## src/rtl/control_multiciclo.sv

```systemverilog
// Multi-cycle RV32I control unit: sequences FETCH/DECODE/EXEC/MEM/WB around a
// shared memory ready handshake and parks in TRAP on illegal encodings or memory timeouts.
module control_multiciclo #(
  parameter int SUPPORT_JUMPS = 1,
  parameter int MAX_WAIT      = 15
) (
  input  logic       clk,
  input  logic       rst_n,
  input  logic [6:0] opcode,
  input  logic [2:0] funct3,
  input  logic       funct7_5,
  input  logic       cero,
  input  logic       mem_ready,
  output logic       pc_we,
  output logic [1:0] pc_src,
  output logic       ir_we,
  output logic       mem_req,
  output logic       mem_we,
  output logic       mem_addr_src,
  output logic       reg_we,
  output logic [1:0] wb_sel,
  output logic       alu_src_b,
  output logic [3:0] alu_op,
  output logic       instr_done,
  output logic       illegal,
  output logic [2:0] state
);

  localparam int CW = (MAX_WAIT > 0) ? $clog2(MAX_WAIT + 1) : 1;

  localparam logic [6:0] OP_R    = 7'b0110011;
  localparam logic [6:0] OP_I    = 7'b0010011;
  localparam logic [6:0] OP_LD   = 7'b0000011;
  localparam logic [6:0] OP_ST   = 7'b0100011;
  localparam logic [6:0] OP_BR   = 7'b1100011;
  localparam logic [6:0] OP_LUI  = 7'b0110111;
  localparam logic [6:0] OP_JAL  = 7'b1101111;
  localparam logic [6:0] OP_JALR = 7'b1100111;

  typedef enum logic [2:0] {
    FETCH  = 3'd0,
    DECODE = 3'd1,
    EXEC   = 3'd2,
    MEM    = 3'd3,
    WB     = 3'd4,
    TRAP   = 3'd5
  } state_t;

  state_t        cur_state, nxt_state;
  logic [CW-1:0] wait_cnt;
  logic          is_r, is_i, is_ld, is_st, is_br, is_lui, is_jal, is_jalr;
  logic          legal, timeout;

  assign is_r    = (opcode == OP_R);
  assign is_i    = (opcode == OP_I);
  assign is_ld   = (opcode == OP_LD);
  assign is_st   = (opcode == OP_ST);
  assign is_br   = (opcode == OP_BR);
  assign is_lui  = (opcode == OP_LUI);
  assign is_jal  = (opcode == OP_JAL);
  assign is_jalr = (opcode == OP_JALR);

  assign legal = is_r || is_i || is_ld || is_st || is_lui ||
                 (is_br && (funct3 == 3'b000 || funct3 == 3'b001)) ||
                 ((is_jal || is_jalr) && (SUPPORT_JUMPS != 0));

  // Timeout only ever fires while a memory request is outstanding.
  assign timeout = (MAX_WAIT != 0) && (wait_cnt == CW'(MAX_WAIT)) && !mem_ready;

  assign state = cur_state;

  always_ff @(posedge clk or negedge rst_n) begin
    if (!rst_n) cur_state <= FETCH;
    else        cur_state <= nxt_state;
  end

  always_ff @(posedge clk or negedge rst_n) begin
    if (!rst_n)
      wait_cnt <= '0;
    else if (nxt_state != cur_state)
      wait_cnt <= '0;
    else if ((cur_state == FETCH || cur_state == MEM) && !mem_ready && MAX_WAIT != 0)
      wait_cnt <= wait_cnt + 1'b1;
  end

  always_comb begin
    nxt_state    = cur_state;
    pc_we        = 1'b0;
    pc_src       = 2'b00;
    ir_we        = 1'b0;
    mem_req      = 1'b0;
    mem_we       = 1'b0;
    mem_addr_src = 1'b0;
    reg_we       = 1'b0;
    wb_sel       = 2'b00;
    alu_src_b    = 1'b0;
    alu_op       = 4'b0000;
    instr_done   = 1'b0;
    illegal      = 1'b0;

    case (cur_state)
      FETCH: begin
        mem_req = 1'b1;
        if (mem_ready) begin
          ir_we     = 1'b1;
          pc_we     = 1'b1;
          nxt_state = DECODE;
        end else if (timeout) begin
          nxt_state = TRAP;
        end
      end
      DECODE: nxt_state = legal ? EXEC : TRAP;
      EXEC: begin
        nxt_state = WB;
        if (is_r) begin
          alu_op = {funct7_5, funct3};
        end else if (is_i) begin
          alu_src_b = 1'b1;
          alu_op    = {funct7_5 & (funct3 == 3'b101), funct3};
        end else if (is_ld || is_st) begin
          alu_src_b = 1'b1;
          nxt_state = MEM;
        end else if (is_br) begin
          alu_op     = 4'b1000;
          pc_src     = 2'b01;
          pc_we      = funct3[0] ? !cero : cero;
          instr_done = 1'b1;
          nxt_state  = FETCH;
        end else if (is_jal) begin
          pc_we  = 1'b1;
          pc_src = 2'b01;
        end else if (is_jalr) begin
          alu_src_b = 1'b1;
          pc_we     = 1'b1;
          pc_src    = 2'b10;
        end
      end
      MEM: begin
        mem_req      = 1'b1;
        mem_addr_src = 1'b1;
        mem_we       = is_st;
        if (mem_ready) begin
          instr_done = is_st;
          nxt_state  = is_st ? FETCH : WB;
        end else if (timeout) begin
          nxt_state = TRAP;
        end
      end
      WB: begin
        reg_we     = 1'b1;
        instr_done = 1'b1;
        nxt_state  = FETCH;
        if (is_ld)                  wb_sel = 2'b01;
        else if (is_lui)            wb_sel = 2'b10;
        else if (is_jal || is_jalr) wb_sel = 2'b11;
      end
      TRAP: illegal = 1'b1;
      default: nxt_state = TRAP;
    endcase

    // Reset gates every output so nothing strobes while rst_n is low.
    if (!rst_n) begin
      pc_we        = 1'b0;
      pc_src       = 2'b00;
      ir_we        = 1'b0;
      mem_req      = 1'b0;
      mem_we       = 1'b0;
      mem_addr_src = 1'b0;
      reg_we       = 1'b0;
      wb_sel       = 2'b00;
      alu_src_b    = 1'b0;
      alu_op       = 4'b0000;
      instr_done   = 1'b0;
      illegal      = 1'b0;
    end
  end

endmodule

```

## config.mk

```make
export PLATFORM = sky130hd
export DESIGN_NAME = control_multiciclo
export DESIGN_NICKNAME = d
export VERILOG_FILES = /design/src/rtl/control_multiciclo.sv
export SDC_FILE = /design/constraint.sdc
export NUM_CORES = 1
export LEC_CHECK = 0
export CAP_MARGIN = 15
export CORE_MARGIN = 1.5
export CORE_UTILIZATION = 45
export CTS_CLUSTER_DIAMETER = 40
export CTS_CLUSTER_SIZE = 24
export DETAILED_ROUTE_END_ITERATION = 12
export HOLD_SLACK_MARGIN = 0.1
export PLACE_DENSITY_LB_ADDON = 0.12
export SYNTH_ARGS = -nofsm -noshare
export SYNTH_HDL_FRONTEND = slang
export SYNTH_SLANG_ARGS = --single-unit
```

## constraint.sdc

```tcl
create_clock -name clk -period 4.3 [get_ports clk]
set_clock_uncertainty 0.1 [all_clocks]
set_input_delay 0.86 -clock clk [delete_from_list [all_inputs] [get_ports clk]]
set_output_delay 0.86 -clock clk [all_outputs]
set_load 0.03 [all_outputs]
```

==> results of run 1 <==
## flip-flops by register name, summed over array words and instances (netlist names)
name	count
wait_cnt	4
state	3
## placed cells by master (no fill, tap or decap), drive strengths merged, types with 3 or more instances in the layout
cell | Yosys | routed
dfrtp | 7 | 7
and3 | 4 | 4
clkdlybuf4s50 | 0 | 34
xor2 | 4 | 4
nor3 | 10 | 10
nand2b | 3 | 3
nand3 | 4 | 4
nor2 | 4 | 4
clkbuf | 3 | 4
inv | 7 | 7
buf | 4 | 3
o21ai | 3 | 3
and4bb | 3 | 3
nand2 | 13 | 13
a21oi | 7 | 7
and2 | 4 | 4
## kinds of logic after synthesis
logic type / after synthesis / synth area share [%]
and+or+nand+nor: 54 / 38.10
AOI/OAI and AO/OA: 27 / 26.34
buffers and inverters: 14 / 6.846
DFF: 7 / 20.83
xor gates and xnor gates: 5 / 5.208
muxes: 1 / 1.191
adders and majority gates: 1 / 1.488
## per-stage QoR
step	worst slack [ns]	hold WS (ns)	total power [mW]	cells	cell area, µm²
final	0.3596	0.5289	0.2563	168	1230
after global routing	0.2512	0.5551	0.2717	168	1230
after CTS	0.3509	0.5271	0.2580	168	1230
after detailed placement	0.3586	0.5154	0.1965	164	1204
after global placement	0.3498	0.4912	0.1957	164	1204
after floorplan	1.054	0.4603	0.1547	109	840.8
## cells in the mapped netlist, types with 3 or more instances
library cell	number	area, µm²
nand2_1	12	45.04
nor3_1	10	50.05
a21oi_1	7	35.03
dfrtp_1	7	175.2
inv_1	7	26.28
and2_1	4	25.02
buf_2	4	20.02
nand3_1	4	20.02
nor2_1	4	15.01
xor2_1	4	35.03
and3_1	3	18.77
clkbuf_1	3	11.26
nand2b_1	3	18.77
o21ai_0	3	15.01
## critical path: cells and delay by family
family / cells / cell delay (ns)
AO/OA/AOI/OAI: 1 / 0.14
buffers and inverters: 2 / 1.13
AND/OR/NAND/NOR: 3 / 0.83
## layout make-up
class | instances | area, µm²
clock buffer | 4 | 26.28
fill | 149 | 515.5
inverter | 7 | 26.28
multi-input combinational | 88 | 608.1
sequential | 7 | 175.2
tap | 25 | 31.28
timing repair buffer | 37 | 362.8
## worst paths after layout
| check | startpoint | to | slack (ns) | depth (start not counted) |
|---|---|---|---|---|
| min in group asynchronous | rst_n | state[1]$_DFF_PN0_ | 0.75 | 1 |
| worst min-delay path | wait_cnt[1]$_DFFE_PN0P_ | wait_cnt[1]$_DFFE_PN0P_ | 0.53 | 2 |
| max in group asynchronous | rst_n | wait_cnt[1]$_DFFE_PN0P_ | 2.98 | 2 |
| worst min register to register | wait_cnt[1]$_DFFE_PN0P_ | wait_cnt[1]$_DFFE_PN0P_ | 0.53 | 2 |
| worst max register to register | wait_cnt[0]$_DFFE_PN0P_ | wait_cnt[0]$_DFFE_PN0P_ | 2.57 | 5 |
| worst max-delay path | opcode[3] | instr_done | 0.36 | 6 |
## layer usage
| layer | vias to the layer above | GRT usage, % | part of all wire (%) |
|---|---|---|---|
| met2 | 37 | 39.44 | 48 |
| met4 | 0 | 13.71 | 2.8 |
| met3 | 6 | 2.745 | 6.6 |
| met1 | 410 | 28.61 | 43 |
| met5 | - | 0 | 0 |
| li1 | 474 | - | - |
## report_power, final
| group | total [mW] | switching [mW] | internal (mW) |
|---|---|---|---|
| combinational | 0.107 | 0.0564 | 0.0511 |
| sequential | 0.0889 | 0.0174 | 0.0714 |
| clock | 0.0599 | 0.0245 | 0.0354 |
==> results by group, run 1 <==
Cells and area
  • Share of cells above drive strength 1: 11.19%
  • Layout area overhead: 46.28%
  • Post-Route Utilization: 70.47%
  • Ant diodes: 0
  • Final nets: 160

Setup path
  • CP max-delay cell: clkdlybuf4s50_1
  • Worst EP arrival: 2.98 ns
  • CP Capture Type: output port
  • CP Launch Type: primary input
  • WS Path Type: primary input to output port
  • Critical Path Most Common Cell: clkdlybuf4s50_1
  • CP Max Fanout: 7
  • Critical path's largest stage delay: about 0.66 ns
  • Cells along the critical path: clkdlybuf4s50_1, and4bb_4, nand2_4, and4bb_2, a221o_1, clkdlybuf4s50_1
  • Critical Path RT: approximately 3.3 ns

STA
  • Maximum clock frequency: approximately 0.25 GHz
  • Final Slew Violations: 0
  • Post-route clock period utilization: about nine tenths
  • Final TNS setup: 0 ns
  • Hold Vio Cnt, Final: 0
  • Headroom to the max-slew limit: 61.82%
  • Period minus WS final: 3.940 ns
  • Final setup vio count: 0
  • RSZ-0062 raised after global routing: no
  • Worst Tran Pin Value: approximately 0.57 ns

Global routing
  • Grt ovf: 0
  • Vias in the first global route: around 830
  • Pin count of the biggest net entering global routing: 19
  • First-pass GRT wire length: ~3500 µm
  • GRT Overall Usage: a little under a quarter
  • Initial antenna violation count: 0

Clock network
  • Max clock buf depth: 2
  • Root buf cell: clkbuf_4
  • Num CTS Buffers: 3
  • Hold buffers post-CTS: 0
  • CTS tree: done
  • Postcts setup bufs: 0
  • H-tree depth: 1
  • Clock transition at path regs: around 0.050 ns
  • Worst-Skew Late Latency: 0.25 ns
  • Clock Sinks: 7
  • # resized after CTS: 0

Yosys
  • Syn Inst Count: between 100 and 150
  • Synth Area per Inst: between 7 and 8 µm²
  • Synth cell types: 41
  • Mapped Nets: between 100 and 150
  • FFs w/ async S/R, synth: 100.0%
  • Ys Warns: 0
  • FF+latch count, synth: 7
  • Most used DFF post-synth: dfrtp_1
  • Post-synth EDFFs: 0
  • Seq/Total Area, Yosys: 20.83%
  • Syn Std Cell Area: around 840 µm²

Placed design
  • DP HPWL: 1755 µm
  • GPL Wtd Cong: 0.9157
  • Number of port buffers: 34

Outcome
  • Status: finished clean

Power and ir drop
  • Peak VDD IR: around 0.22 mV
  • Static leakage: around 0.48 nW
  • Pwr Density: about 210 mW/mm²

Floorplan
  • Die extent in y: approximately 46 µm
  • Die Width: 46.23 µm
  • Placement Rows: 15
  • Die area: around 0.0021 mm²
  • Initial core utilization: 48.17%
  • I/O pin cnt: 35
  • Core Region: roughly 0.0017 mm²

Job
  • Maxcap violations: 0

Drt
  • DR DRC count: 0
  • Wirelength per Cell: approximately 14 µm
  • Post-Route WL: between 2000 and 2500 µm
  • Via count: around 900
  • Drt pass-1 iters: 4
  • Vias per Instance: 5.518
  • Antenna viol nets, final: 0
  • Initial drt markers: 34

Min path
  • Hold crit path type: register to register
No activity file was read; power rests on OpenSTA's default activity.
==> run 2, diff against run 1 <==
--- a/config.mk
+++ b/config.mk
@@ -13,6 +13,7 @@
 export DETAILED_ROUTE_END_ITERATION = 12
 export HOLD_SLACK_MARGIN = 0.1
 export PLACE_DENSITY_LB_ADDON = 0.12
+export SKIP_CTS_REPAIR_TIMING = 1
 export SYNTH_ARGS = -nofsm -noshare
 export SYNTH_HDL_FRONTEND = slang
 export SYNTH_SLANG_ARGS = --single-unit
==> results of run 2 <==
Final layout, timing and power as in run 1 (identical DEF).
